<file path="src/rtl/alu_pipe_if.sv">
// Handshake/bus bundle for alu_pipe.
// master: operation source and result consumer (upstream/writeback side).
// slave : the ALU itself.
interface alu_pipe_if #(
  parameter int WIDTH = 32
);
  logic             in_valid;
  logic             in_ready;
  logic [WIDTH-1:0] Op1;
  logic [WIDTH-1:0] Op2;
  logic [2:0]       AluOp;
  logic             out_valid;
  logic             out_ready;
  logic [WIDTH-1:0] Resultado;
  logic             Zero;
  logic             Carry;
  logic             Overflow;
  logic             OpError;

  modport master (
    output in_valid, Op1, Op2, AluOp, out_ready,
    input  in_ready, out_valid, Resultado, Zero, Carry, Overflow, OpError
  );

  modport slave (
    input  in_valid, Op1, Op2, AluOp, out_ready,
    output in_ready, out_valid, Resultado, Zero, Carry, Overflow, OpError
  );
endinterface

</file>
<file path="src/rtl/alu_pipe.sv">
// Registered WIDTH-bit ALU with valid/ready on both sides and one held result.
// Opcodes: 000 AND, 001 OR, 010 ADD, 110 SUB, 111 SLT, 011 MUL (optional).
// Define ALU_MUL_EN to build the shift-add multiplier (opcode 011, WIDTH cycles);
// without it, 011 is reported as an unsupported opcode.
//
// state   | meaning
// --------+--------------------------------------------------
// IDLE    | no result held, ready for a new operation
// BUSY    | multiply iterating, one multiplier bit per cycle
// HOLD    | result and flags held, out_valid asserted
module alu_pipe #(
  parameter int WIDTH      = 32,
  parameter bit SLT_SIGNED = 1'b0
) (
  input  logic       clk,
  input  logic       rst_n,
  alu_pipe_if.slave  bus
);
  localparam logic [2:0] OP_AND = 3'b000;
  localparam logic [2:0] OP_OR  = 3'b001;
  localparam logic [2:0] OP_ADD = 3'b010;
  localparam logic [2:0] OP_SUB = 3'b110;
  localparam logic [2:0] OP_SLT = 3'b111;

  typedef enum logic [1:0] {
    ST_IDLE = 2'd0,
    ST_HOLD = 2'd1
`ifdef ALU_MUL_EN
    , ST_BUSY = 2'd2
`endif
  } state_t;

  state_t           state_q, state_d;
  logic [WIDTH-1:0] res_q, res_d;
  logic             zero_q, zero_d;
  logic             carry_q, carry_d;
  logic             ovf_q, ovf_d;
  logic             err_q, err_d;

  logic             accept;
  logic [WIDTH-1:0] alu_res;
  logic             alu_c, alu_v, alu_e;
  logic [WIDTH:0]   sum_w, diff_w;
  logic             lt;

`ifdef ALU_MUL_EN
  localparam logic [2:0] OP_MUL = 3'b011;
  localparam int         CNT_W  = $clog2(WIDTH);

  // prod holds {partial sum, unconsumed multiplier bits}; it shifts right each step.
  logic [2*WIDTH-1:0] prod_q, prod_d, mul_next;
  logic [WIDTH-1:0]   mcand_q, mcand_d;
  logic [CNT_W-1:0]   cnt_q, cnt_d;
  logic [WIDTH:0]     mul_sum;

  // One shift-add step: conditionally add multiplicand into the upper half, then shift.
  always_comb begin
    mul_sum  = {1'b0, prod_q[2*WIDTH-1:WIDTH]} + (prod_q[0] ? {1'b0, mcand_q} : '0);
    mul_next = {mul_sum, prod_q[WIDTH-1:1]};
  end
`endif

  assign bus.in_ready  = rst_n & ((state_q == ST_IDLE) | ((state_q == ST_HOLD) & bus.out_ready));
  assign accept        = bus.in_valid & bus.in_ready;
  assign bus.out_valid = (state_q == ST_HOLD);
  assign bus.Resultado = res_q;
  assign bus.Zero      = zero_q;
  assign bus.Carry     = carry_q;
  assign bus.Overflow  = ovf_q;
  assign bus.OpError   = err_q;

  // Single-cycle datapath evaluated on the live operands; only latched on accept.
  always_comb begin
    sum_w  = {1'b0, bus.Op1} + {1'b0, bus.Op2};
    diff_w = {1'b0, bus.Op1} - {1'b0, bus.Op2};
    if (SLT_SIGNED) lt = $signed(bus.Op1) < $signed(bus.Op2);
    else            lt = bus.Op1 < bus.Op2;
    alu_res = '0;
    alu_c   = 1'b0;
    alu_v   = 1'b0;
    alu_e   = 1'b0;
    case (bus.AluOp)
      OP_AND: alu_res = bus.Op1 & bus.Op2;
      OP_OR:  alu_res = bus.Op1 | bus.Op2;
      OP_ADD: begin
        alu_res = sum_w[WIDTH-1:0];
        alu_c   = sum_w[WIDTH];
        alu_v   = (bus.Op1[WIDTH-1] == bus.Op2[WIDTH-1]) & (sum_w[WIDTH-1] != bus.Op1[WIDTH-1]);
      end
      OP_SUB: begin
        alu_res = diff_w[WIDTH-1:0];
        alu_c   = diff_w[WIDTH];
        alu_v   = (bus.Op1[WIDTH-1] != bus.Op2[WIDTH-1]) & (diff_w[WIDTH-1] != bus.Op1[WIDTH-1]);
      end
      OP_SLT: alu_res = {{(WIDTH-1){1'b0}}, lt};
      default: alu_e = 1'b1;
    endcase
  end

  // FSM next state and result/flag updates.
  always_comb begin
    state_d = state_q;
    res_d   = res_q;
    zero_d  = zero_q;
    carry_d = carry_q;
    ovf_d   = ovf_q;
    err_d   = err_q;
`ifdef ALU_MUL_EN
    prod_d  = prod_q;
    mcand_d = mcand_q;
    cnt_d   = cnt_q;
`endif
    case (state_q)
      ST_IDLE, ST_HOLD: begin
        if ((state_q == ST_HOLD) && bus.out_ready) state_d = ST_IDLE;
        if (accept) begin
          state_d = ST_HOLD;
          res_d   = alu_res;
          zero_d  = (alu_res == '0);
          carry_d = alu_c;
          ovf_d   = alu_v;
          err_d   = alu_e;
`ifdef ALU_MUL_EN
          if (bus.AluOp == OP_MUL) begin
            state_d = ST_BUSY;
            prod_d  = {{WIDTH{1'b0}}, bus.Op2};
            mcand_d = bus.Op1;
            cnt_d   = CNT_W'(WIDTH - 1);
          end
`endif
        end
      end
`ifdef ALU_MUL_EN
      ST_BUSY: begin
        prod_d = mul_next;
        cnt_d  = cnt_q - CNT_W'(1);
        if (cnt_q == '0) begin
          state_d = ST_HOLD;
          res_d   = mul_next[WIDTH-1:0];
          zero_d  = (mul_next[WIDTH-1:0] == '0);
          carry_d = |mul_next[2*WIDTH-1:WIDTH];
          ovf_d   = 1'b0;
          err_d   = 1'b0;
        end
      end
`endif
      default: state_d = ST_IDLE;
    endcase
  end

  // State and output registers; reset drops any held or in-flight operation.
  always_ff @(posedge clk) begin
    if (!rst_n) begin
      state_q <= ST_IDLE;
      res_q   <= '0;
      zero_q  <= 1'b0;
      carry_q <= 1'b0;
      ovf_q   <= 1'b0;
      err_q   <= 1'b0;
`ifdef ALU_MUL_EN
      prod_q  <= '0;
      mcand_q <= '0;
      cnt_q   <= '0;
`endif
    end else begin
      state_q <= state_d;
      res_q   <= res_d;
      zero_q  <= zero_d;
      carry_q <= carry_d;
      ovf_q   <= ovf_d;
      err_q   <= err_d;
`ifdef ALU_MUL_EN
      prod_q  <= prod_d;
      mcand_q <= mcand_d;
      cnt_q   <= cnt_d;
`endif
    end
  end
endmodule

</file>
<file path="src/flat_wrapper.sv">
// flat-port wrapper written by rule: the top's interface ports become plain ports
module alu_pipe_flat 
#(
  parameter int WIDTH      = 32,
  parameter bit SLT_SIGNED = 1'b0
)
  (clk, rst_n, bus_in_valid, bus_Op1, bus_Op2, bus_AluOp, bus_out_ready, bus_in_ready, bus_out_valid, bus_Resultado, bus_Zero, bus_Carry, bus_Overflow, bus_OpError);
  alu_pipe_if #(.WIDTH(WIDTH)) bus_i ();
  input  logic clk;
  input  logic rst_n;
  input wire logic [$bits(bus_i.in_valid)-1:0] bus_in_valid;
  input wire logic [$bits(bus_i.Op1)-1:0] bus_Op1;
  input wire logic [$bits(bus_i.Op2)-1:0] bus_Op2;
  input wire logic [$bits(bus_i.AluOp)-1:0] bus_AluOp;
  input wire logic [$bits(bus_i.out_ready)-1:0] bus_out_ready;
  output wire logic [$bits(bus_i.in_ready)-1:0] bus_in_ready;
  output wire logic [$bits(bus_i.out_valid)-1:0] bus_out_valid;
  output wire logic [$bits(bus_i.Resultado)-1:0] bus_Resultado;
  output wire logic [$bits(bus_i.Zero)-1:0] bus_Zero;
  output wire logic [$bits(bus_i.Carry)-1:0] bus_Carry;
  output wire logic [$bits(bus_i.Overflow)-1:0] bus_Overflow;
  output wire logic [$bits(bus_i.OpError)-1:0] bus_OpError;
  assign bus_i.in_valid = bus_in_valid;
  assign bus_i.Op1 = bus_Op1;
  assign bus_i.Op2 = bus_Op2;
  assign bus_i.AluOp = bus_AluOp;
  assign bus_i.out_ready = bus_out_ready;
  assign bus_in_ready = bus_i.in_ready;
  assign bus_out_valid = bus_i.out_valid;
  assign bus_Resultado = bus_i.Resultado;
  assign bus_Zero = bus_i.Zero;
  assign bus_Carry = bus_i.Carry;
  assign bus_Overflow = bus_i.Overflow;
  assign bus_OpError = bus_i.OpError;
  alu_pipe #(.WIDTH(WIDTH), .SLT_SIGNED(SLT_SIGNED)) u_core (.clk(clk), .rst_n(rst_n), .bus(bus_i));
endmodule
</file>
<file path="config.mk">
export PLATFORM = sky130hd
export DESIGN_NAME = alu_pipe_flat
export DESIGN_NICKNAME = d
export VERILOG_FILES = /design/src/rtl/alu_pipe_if.sv /design/src/rtl/alu_pipe.sv /design/src/flat_wrapper.sv
export SDC_FILE = /design/constraint.sdc
export NUM_CORES = 1
export LEC_CHECK = 0
export ABC_AREA = 1
export BUFFER_PORTS_ARGS = -buffer_cell sky130_fd_sc_hd__buf_4
export CAP_MARGIN = 10
export CORE_MARGIN = 4
export CORE_UTILIZATION = 45
export DETAILED_ROUTE_END_ITERATION = 8
export GPL_TIMING_DRIVEN = 0
export PLACE_DENSITY = 0.67
export SETUP_SLACK_MARGIN = 0.5
export SYNTH_ARGS = -nofsm -noshare
export SYNTH_HDL_FRONTEND = slang
export SYNTH_SLANG_ARGS = --single-unit
</file>
<file path="constraint.sdc">
create_clock -name clk -period 5.85 [get_ports clk]
set_input_delay 0.8775 -clock clk [delete_from_list [all_inputs] [get_ports clk]]
set_output_delay 0.8775 -clock clk [all_outputs]
set_load 0.1 [all_outputs]
</file>
Word level (Yosys, flattened, before mapping)
Index checks and enable logic that the tools add are counted.

Flip-flop bits (word level): 37. Input port bits: 71. Output and inout port bits: 38. Word-level logic and storage cells: 40.

Add/sub/neg operators: 2. Magnitude comparators: 1. Equal/unequal tests: 8. Multiplexer cells: 6. Bitwise operators: 8. Reductions and logical operators: 9.

Operator list (count): $pmux W32 S5 (1); $add A32 B32 Y33 (1); $sub A32 B32 Y33 (1); $and A32 B32 Y32 (1); $logic_not A32 Y1 (1); $lt A32 B32 Y1 (1); $or A32 B32 Y32 (1); $eq A3 B3 Y1 const B (2); $and A1 B1 Y1 (5); $reduce_or A5 Y1 (1); $pmux W1 S2 (2); $reduce_and A2 Y1 (2); $eq A3 B1 Y1 const B (1); $eq A3 B2 Y1 const B (1); $logic_not A3 Y1 (1); $mux W1 (3); $ne A1 B1 Y1 (3); $logic_not A2 Y1 (1); $reduce_bool A2 Y1 (1); $reduce_or A2 Y1 (1); $eq A1 B1 Y1 (1); $logic_and A1 B1 Y1 (1); $or A1 B1 Y1 (1).

Depth between registers and ports, before layout
Gate-level depths: netlist of the first run.

Depth in word-level cells: 5. Mapped depth: 21.

Worst setup path after synthesis of the first run
OpenSTA, ideal clock, no wires.

Path type: in2out. Start point: input rst_n. End point: output bus_in_ready. Data arrival time: 2.205 ns. Data required time: 4.973 ns. Slack: 2.768 ns. Cell stages on the path: 2. Buffers on the path: 0. Cells stage by stage: inv_1 > nor2_1.

Word-level cells in the longest chain between the ends: 1.

Ends and longest elaborated chain: from (decl) (RTL line flat_wrapper.sv:10) `input logic rst_n;`; $and A1 B1 Y1 (RTL line alu_pipe.sv:63) `assign bus.in_ready = rst_n & ((state_q == ST_IDLE) | ((state_q == ST_HOLD) & bus.out_ready));`; to (decl) (RTL line flat_wrapper.sv:16) `output wire logic [$bits(bus_i.in_ready)-1:0] bus_in_ready;`.

No other way between the ends.

Final worst setup path of the first run
Start point: input bus_Op2[0]. End point: register u_core.zero_q, in the netlist u_core.bus.Zero.

Word-level cells in the longest chain between the ends: 3.

Ends and longest elaborated chain: from (decl) (RTL line flat_wrapper.sv:13) `input wire logic [$bits(bus_i.Op2)-1:0] bus_Op2;`; $sub A32 B32 Y33 (tied with other cells) (RTL line alu_pipe.sv:75) `diff_w = {1'b0, bus.Op1} - {1'b0, bus.Op2};`; $pmux W32 S5 * (RTL line alu_pipe.sv:82) `case (bus.AluOp)`; $logic_not A32 Y1 * (RTL line alu_pipe.sv:119) `zero_d = (alu_res == '0);`; to (signal assigned) (RTL line alu_pipe.sv:168) `zero_q <= zero_d;`; to (decl) (RTL line alu_pipe.sv:35) `logic zero_q, zero_d;`.

Every way passes the cells marked *; elsewhere a longest branch is shown, timed or not. A chain may end at the register's enable or synchronous reset.

==> out/metrics.yaml, run 1 <==
chipHeight_microns: 140
p_sw_share_pct: 50.4
yosysSeqAreaShare_pct: 9.43
leakagePower_nw: 5.38
routed_wl_mm: 28.9
yosysMostFrequentCell: "nand2_1"
dp_hpwl_mm: 25.2
num-fill-cells: 1920
tns_ns: 0
slew_headroom_pct: 50.1
drcViolationCount: 0
grtUsageTotal_pct: 28.9
io_pins: 109
pre_cts_slack_ns: 2.18
yosysUniqueCellTypes: 38
die_w_microns: 140
cts_setup_buffers: 0
cts_tree: "yes"
postCtsResizedCells: 0
clkLatencyLatePin_ns: 0.27
grt_max_degree: 11
syn-cell-area_sq_um: 7860
hp-class: "flop to flop"
finalCritPeriodShare_pct: 58.9
fp.dieArea_sq_um: 19600
nets: 1758
clock.fmax_mhz: 290
skew_ns: 0.00169
rsz0062_at_grt: "false"
worst_pin_slew_ns: 0.748
antennaDiodeCount: 0
ys_top_cells_by_count: "nand2_1, inv_1, nor2_1"
synth_edf_count: 0
portBuffers: 108
antenna_found_initial: 1
cts_max_level: 2
vias: 9237
arrival_ns: 3.67
drt_iter0_drc: 797
cellPowerDensity_nw_per_um2: 153
synth.area.top_cells: "nand2_1, ha_1, inv_1"
avgRoutedWirePerCell_microns: 16.0
cap_violations: 0
multi_input_area_sq_um: 5620
drtPass1Iterations: 5
clock-root-buffer: "clkbuf_16"
worst_slack_ns: 2.40
drtAntennaViolNets: 0
synth_cells: 1470
cp-start-kind: "input port"
grt_pass1_wl_mm: 45.3
via_per_inst: 5.10
synth-seq-cells: 37
seqPwrFrac_pct: 20.0
path_clk_slew_ns: 0.05
comb_power_share_pct: 61.5
crit_fanout: 4
status: "completed"
power.share.clock_pct: 18.4
internal_power_uw: 689
synth.net_count: 1643
cts_buffers: 5
rows: 48
core_sq_um: 17200
syn_to_final_growth_pct: 15.7
min_period_ns: 3.45
synth_warnings: 0
post-place-cells: 1803
p_switching_uw: 701
finalHoldViolations: 0
grt_pass1_vias: 8578
gp_congestion: 0.985
critical_path_class: "input port to flop"
start_util_pct: 45.7
final_cell_count_no_fill: 1810
cts_buffer_depth: 2
cp-end-kind: "flop"
drv_slew: 0
layout-drive-gt1-share_pct: 10.9
synth_top_area_share_pct: 22.3
peakVddDrop_uv: 200
synthArstFlopShare_pct: 0
regArea_sq_um: 741
globalRoute.totalOverflow: 0
holdBufCountCts: 0
cts_num_sinks: 37
synth-main-ff-cell: "dfxtp_1"
required_ns: 6.07
p_total_mw: 1.39
avgSynthCellArea_sq_um: 5.34
synth_top_area_cell: "nand2_1"
finalSetupViolations: 0
[metal layers]
metal  routed length, microns  global-route usage, %  part of all wire [%]
met1                    13300                   40.4                    46
met2                    12500                   46.2                    43
met3                     2300                   4.54                   8.0
met4                      636                   7.24                   2.2
met5                      140                   5.26                  0.48
[metrics by stage]
stage	cell area (sq um)	hold WS [ns]	util, %
after floorplan	7860	0.895	-
after global placement	8950	0.441	52.1
after detailed placement	8950	0.447	52.1
after CTS	9090	0.459	52.9
after global routing	9090	0.477	52.9
final	9090	0.455	52.9
[power by group through the flow]
stage | Clock, mW | Combinational (mW) | Sequential (mW)
after floorplan | 0 | 0.472 | 0.401
after global placement | 0 | 0.838 | 0.283
after detailed placement | 0 | 0.842 | 0.283
after CTS | 0.258 | 0.845 | 0.278
after global routing | 0.268 | 0.943 | 0.280
final | 0.256 | 0.855 | 0.278
[cell usage in the layout, fill, tap and decap left out, types with 3 or more instances in the layout]
master and instances:
dfxtp_1 37, o21bai_1 11, nand3_1 146, ha_1 100
nor3_1 9, nand2_1 467, nand4_1 16, o22ai_1 21
clkbuf_16 5, inv_1 315, buf_2 15, and2_1 6
buf_4 116, nor2_1 147, clkbuf_1 9, nor3_2 3
nor2_2 12, o21ai_0 36, nand2_2 5, nand3b_1 9
inv_2 3, a21oi_1 45, a22o_1 20, buf_6 11
[worst max-delay path: stages]
cell	delay (ns)
buf_4	0.10
ha_1	0.24
inv_1	0.08
fa_1	0.39
inv_1	0.15
nand2_1	0.11
nand2_1	0.12
and2_1	0.20
nand3_1	0.12
nand2_1	0.19
nand2_1	0.12
nand2_1	0.08
nand2_1	0.04
nand3_1	0.07
nand2_1	0.05
nor2_1	0.33
nand3_1	0.13
nor2_1	0.13
nand3_1	0.08
nand2_1	0.06
[worst paths after layout]
| check | startpoint | end | slack, ns | depth (start not counted) |
|---|---|---|---|---|
| worst min register to register | u_core.bus.Carry$_SDFFE_PN0P_ | u_core.bus.Carry$_SDFFE_PN0P_ | 0.45 | 2 |
| worst max register to register | u_core.state_q[0]$_SDFFE_PN0P_ | u_core.bus.Zero$_SDFFE_PN0P_ | 3.70 | 13 |
| worst min-delay path | u_core.bus.Carry$_SDFFE_PN0P_ | u_core.bus.Carry$_SDFFE_PN0P_ | 0.45 | 2 |
| worst max-delay path | bus_Op2[0] | u_core.bus.Zero$_SDFFE_PN0P_ | 2.40 | 20 |
[flip-flops by register name, indices dropped and copies added (netlist names)]
signal,count
u_core.bus.Zero,1
u_core.bus.OpError,1
u_core.bus.Overflow,1
u_core.bus.Resultado,32
u_core.bus.Carry,1
u_core.state_q,1
[kinds of logic (layout without fill, tap and decap cells)]
kind of cell | count (synthesis) | after routing | synth area share [%]
flops | 37 | 37 | 9.43
simple gates | 825 | 825 | 44.0
compound gates | 142 | 142 | 11.0
fa+ha+maj | 102 | 102 | 16.4
buf+inv | 363 | 478 | 19.0
xor+xnor | 1 | 1 | 0.112
[cell type report]
| class | instances | share of cell area, % |
|---|---|---|
| clock buffers | 7 | 1.57 |
| repair buffers | 108 | 8.92 |
| well taps | 225 | 3.10 |
| plain buffers | 44 | 3.28 |
| flip-flops and latches | 37 | 8.15 |
| multi-input cells | 1070 | 61.8 |
| inverters | 319 | 13.2 |
Note: power is estimated with default switching activity, not from simulation.
==> run 2: changes to the inputs <==
- clock period: 5.85 -> 3.4 ns (I/O delays scaled with it)
==> run 2 against run 1 <==
- combinational power is 74% higher
- via count is 0.63% lower
- hold slack hardly changed
- wire length is 0.18% higher
- count of clock-buffer cells in the layout stayed put
- critical path type unchanged
- largest cell class unchanged
- largest power group unchanged
- highest routed layer unchanged
==> out/metrics.yaml, run 2 (synthesis gave the netlist of run 1 again) <==
start_util_pct: 45.7
portBuffers: 108
use_met2_pct: 46.3
drt_iter0_drc: 772
cap_violations: 0
core_sq_um: 17200
grt_pass1_wl_mm: 45.4
via_per_inst: 5.07
avgRoutedWirePerCell_microns: 16.0
finalCritPeriodShare_pct: 79.8
critical_path_class: "input port to flop"
final_cell_count_no_fill: 1810
skew_ns: 0.00254
arrival_ns: 2.94
cts_tree: "yes"
cts_setup_buffers: 0
most-common-layout-cells: "nand2_1, inv_1, nand3_1"
num-fill-cells: 1911
syn_to_final_growth_pct: 16.8
worst_pin_slew_ns: 0.767
cts_buffers: 5
met1_usage_pct: 40.5
clkLatencyLatePin_ns: 0.27
post-place-cells: 1803
status: "completed"
rows: 48
globalRoute.totalOverflow: 0
drtAntennaViolNets: 0
routed_wl_mm: 29.0
critPathBufInv: 4
gp_congestion: 0.985
finalSetupViolations: 0
vias: 9179
grtUsageTotal_pct: 28.9
clock.fmax_mhz: 368
cts_max_level: 2
drcViolationCount: 0
chipHeight_microns: 140
drtPass1Iterations: 6
grt_pass1_vias: 8588
holdWs_ns: 0.455
rsz0062_at_grt: "false"
cellPowerDensity_nw_per_um2: 263
r2r-start: "u_core.state_q[0]$_SDFFE_PN0P_"
cpPeakStageDelay_ns: 0.40
tns_ns: 0
required_ns: 3.62
cts_buffer_depth: 2
holdBufCountCts: 0
drv_slew: 0
path_cells: "buf_4, inv_1, ha_1, buf_2, inv_1, a21oi_1, nand2_1, nand2_1, nand2_1, a21oi_1, nand3_1, nand3_1, nand3_1, nor2_1, nand2_1, nor2_1, nand3_1, nand2_1"
crit_slowest_cell: "a21oi_1"
grt.busiest_layer: "met2"
io_pins: 109
layout-drive-gt1-share_pct: 12.2
post-route-util_pct: 53.4
crit_family: "simple AND/OR/NAND/NOR gates"
largest_reg_flops: 32
worstHoldStart: "u_core.bus.Carry$_SDFFE_PN0P_"
cp-start-kind: "input port"
cp-end-kind: "flop"
finalHoldViolations: 0
die_w_microns: 140
met3_usage_pct: 4.30
antenna_found_initial: 0
hp-class: "flop to flop"
dp_hpwl_mm: 25.2
peakVddDrop_uv: 324
leakagePower_nw: 5.42
crit_fanout: 8
nets: 1758
crit_top_cell: "nand2_1"
grt_max_degree: 11
cts_num_sinks: 37
worst_slack_ns: 0.686
clock-root-buffer: "clkbuf_16"
path_clk_slew_ns: 0.05
fp.dieArea_sq_um: 19600
slew_headroom_pct: 48.8
startpoint: "bus_Op2[25]"
min_period_ns: 2.71
final_common_cell: "nand2_1"
antennaDiodeCount: 0
pre_cts_slack_ns: 0.0958
-- run 2: area by class of cell --
type / count / area [sq um] / share of cell area, %
clock buffers: 7 / 143 / 1.55
well taps: 225 / 282 / 3.07
flip-flops and latches: 37 / 741 / 8.07
repair buffers: 108 / 811 / 8.84
inverters: 319 / 1200 / 13.1
multi-input cells: 1070 / 5700 / 62.2
plain buffers: 44 / 298 / 3.25
-- run 2: final timing paths --
kind	endpoint	slack [ns]	cells after the start
worst max register to register	u_core.bus.Zero$_SDFFE_PN0P_	1.29	13
worst min-delay path	u_core.bus.Carry$_SDFFE_PN0P_	0.46	2
worst max-delay path	u_core.bus.Zero$_SDFFE_PN0P_	0.69	18
worst min register to register	u_core.bus.Carry$_SDFFE_PN0P_	0.46	2
-- run 2: through the flow --
| step | total power [mW] | cell area, sq um |
|---|---|---|
| global placement | 1.93 | 8950 |
| finish | 2.41 | 9170 |
| detailed placement | 1.94 | 8950 |
| global route | 2.58 | 9170 |
| floorplan | 1.50 | 7860 |
| CTS | 2.38 | 9100 |
-- run 2: tightest hold or removal path: stages (launching register included) --
cell and delay, ns:
dfxtp_1 0.31, nand2_1 0.06, nand2_1 0.05
-- run 2: where the power goes --
group	switching (mW)	internal, mW	leakage [nW]	total [mW]
sequential	0.0158	0.463	0.302	0.479
combinational	1.04	0.442	5.05	1.49
clock	0.156	0.287	0.0700	0.443
total	1.22	1.19	5.42	2.41
-- run 2: timing repair --
action / 4_1_cts / 5_1_grt
pin swaps: 0 / 2
endpoints found under the hold margin: 0 / 0
gates resized for setup: 2 / 24
gates cloned: 0 / 0
setup endpoints to repair: 1 / 3
-- run 2: routing by layer --
layer | up-vias | wire length, microns
li1 | 4744 | -
met3 | 37 | 2560
met1 | 4041 | 13100
met2 | 353 | 12600
met5 | - | 136
met4 | 4 | 616
==> run 3: changes to the inputs <==
- PLACE_DENSITY: 0.67 -> 0.69
- clock period: 3.4 -> 2.4 ns (I/O delays scaled with it)
==> run 3 against run 2 <==
- hold slack got worse by 0.13 ns
- highest routed layer is now met4
- global-route usage rose by 0.82 points
- cell count rose by 4.3%
- sequential power up 42%
- sequential share of layout area fell by 1.9 points
- wire length increased by 9.8%
- total power increased by 80%
- via count up 9.1%
- sequential cell count stayed put
- utilization rose by 17 points
==> out/metrics.yaml, run 3 (synthesis gave the netlist of run 1 again) <==
status: "completed"
nets: 1834
hp-class: "input port to flop"
peakVddDrop_uv: 774
cpPeakStageDelay_ns: 0.24
path_clk_slew_ns: 0.06
tns_ns: 0
leakagePower_nw: 6.28
layout-drive-gt1-share_pct: 40.4
post-route-util_pct: 70.4
finalCritPeriodShare_pct: 96.3
start_util_pct: 45.7
avgRoutedWirePerCell_microns: 16.9
cts_buffer_depth: 2
cts_max_level: 2
required_ns: 2.63
cp-start-kind: "input port"
antennaDiodeCount: 0
num-fill-cells: 1487
p_sw_share_pct: 50.4
crit_slowest_cell: "ha_4"
chipHeight_microns: 140
cp-end-kind: "flop"
grt_pass1_wl_mm: 47.0
rows: 48
vias: 10000
holdBufCountCts: 0
via_per_inst: 5.31
largest_reg_flops: 32
drt_iter0_drc: 706
antenna_found_initial: 0
portBuffers: 108
io_pins: 109
p_switching_mw: 2.19
clkLatencyLatePin_ns: 0.29
finalHoldViolations: 0
routed_wl_mm: 31.8
internal_power_mw: 2.16
fp.dieArea_sq_um: 19600
crit_family: "simple AND/OR/NAND/NOR gates"
comb_power_share_pct: 69.0
final_area_sq_um: 12100
cap_violations: 0
dpl_cell_area_sq_um: 9390
path_cells: "buf_8, inv_4, ha_4, buf_6, buf_12, clkinvlp_4, a21oi_2, nand2_1, nand2_1, nand2_1, a21oi_4, nand3_1, nand3_2, nand3_2, nor2_2, nand2_1, nor2_1, nand3_1, nand2_1"
critPathBufInv: 5
grt_max_degree: 13
grtUsageTotal_pct: 29.8
arrival_ns: 2.54
crit_fanout: 6
final_common_cell: "nand2_1"
cts_buffers: 5
rsz0062_at_grt: "true"
drtPass1Iterations: 6
power.share.clock_pct: 15.3
clock-root-buffer: "clkbuf_16"
holdWs_ns: 0.323
skew_ns: 0.00412
slew_headroom_pct: 46.5
min_period_ns: 2.31
die_w_microns: 140
seqPwrFrac_pct: 15.6
finalSetupViolations: 0
gp_congestion: 1.05
drtAntennaViolNets: 0
cellPowerDensity_nw_per_um2: 359
worst_pin_slew_ns: 0.802
regArea_sq_um: 742
crit_top_cell: "nand2_1"
drv_slew: 0
cts_num_sinks: 37
core_sq_um: 17200
globalRoute.totalOverflow: 0
dp_hpwl_mm: 25.4
drcViolationCount: 0
multi_input_area_sq_um: 7580
cts_tree: "yes"
most-common-layout-cells: "nand2_1, inv_1, buf_4"
grt_pass1_vias: 8951
clock.fmax_mhz: 433
critical_path_class: "input port to flop"
syn_to_final_growth_pct: 53.9
[run 3: metal layers]
metal	vias up	GRT usage, %	part of all wire, %
li1	4917	-	-
met1	4631	40.4	43
met2	402	49.2	46
met3	61	4.64	8.0
met4	0	7.96	2.8
met5	-	0	0
[run 3: metrics by stage]
step	setup WS [ns]	instances	power (mW)
detailed placement	-0.586	1803	2.88
CTS	0.105	1851	3.87
finish	0.0886	1887	4.34
global placement	-0.556	1803	2.86
global route	0.0203	1887	4.58
floorplan	0.331	1470	2.25
[run 3: power by group through the flow]
stage | clock [mW] | sequential, mW | combinational [mW]
after global routing | 0.693 | 0.684 | 3.20
final | 0.666 | 0.679 | 3.00
after floorplan | 0 | 0.978 | 1.27
after detailed placement | 0 | 0.692 | 2.18
after CTS | 0.664 | 0.679 | 2.53
after global placement | 0 | 0.691 | 2.17
[run 3: area by class of cell]
class | count | area share [%]
plain buffers | 44 | 3.77
clock buffers | 6 | 1.15
clock inverters | 2 | 0.114
inverters | 319 | 10.5
multi-input cells | 1070 | 62.7
flip-flops and latches | 37 | 6.14
well taps | 225 | 2.33
repair buffers | 184 | 13.2
[run 3: final timing paths]
path	from	endpoint	slack, ns	depth (start not counted)
worst max register to register	u_core.state_q[0]$_SDFFE_PN0P_	u_core.bus.Zero$_SDFFE_PN0P_	0.36	13
worst min register to register	u_core.bus.Carry$_SDFFE_PN0P_	u_core.bus.Carry$_SDFFE_PN0P_	0.45	2
worst min-delay path	rst_n	u_core.bus.Resultado[1]$_SDFFE_PN0P_	0.32	2
worst max-delay path	bus_Op2[25]	u_core.bus.Zero$_SDFFE_PN0P_	0.09	19
[run 3: worst reg2reg max path: cells and delay by family (launching register included)]
| kind | cells | cell delay, ns |
|---|---|---|
| buffers and inverters | 1 | 0.05 |
| and+or+nand+nor | 12 | 1.62 |
| DFF | 1 | 0.32 |
[run 3: repair_timing]
action | in CTS | in global routing
gates cloned | 1 | 2
setup endpoints to repair | 27 | 35
setup buffers | 39 | 34
pin swaps | 77 | 106
gates resized for setup | 235 | 291
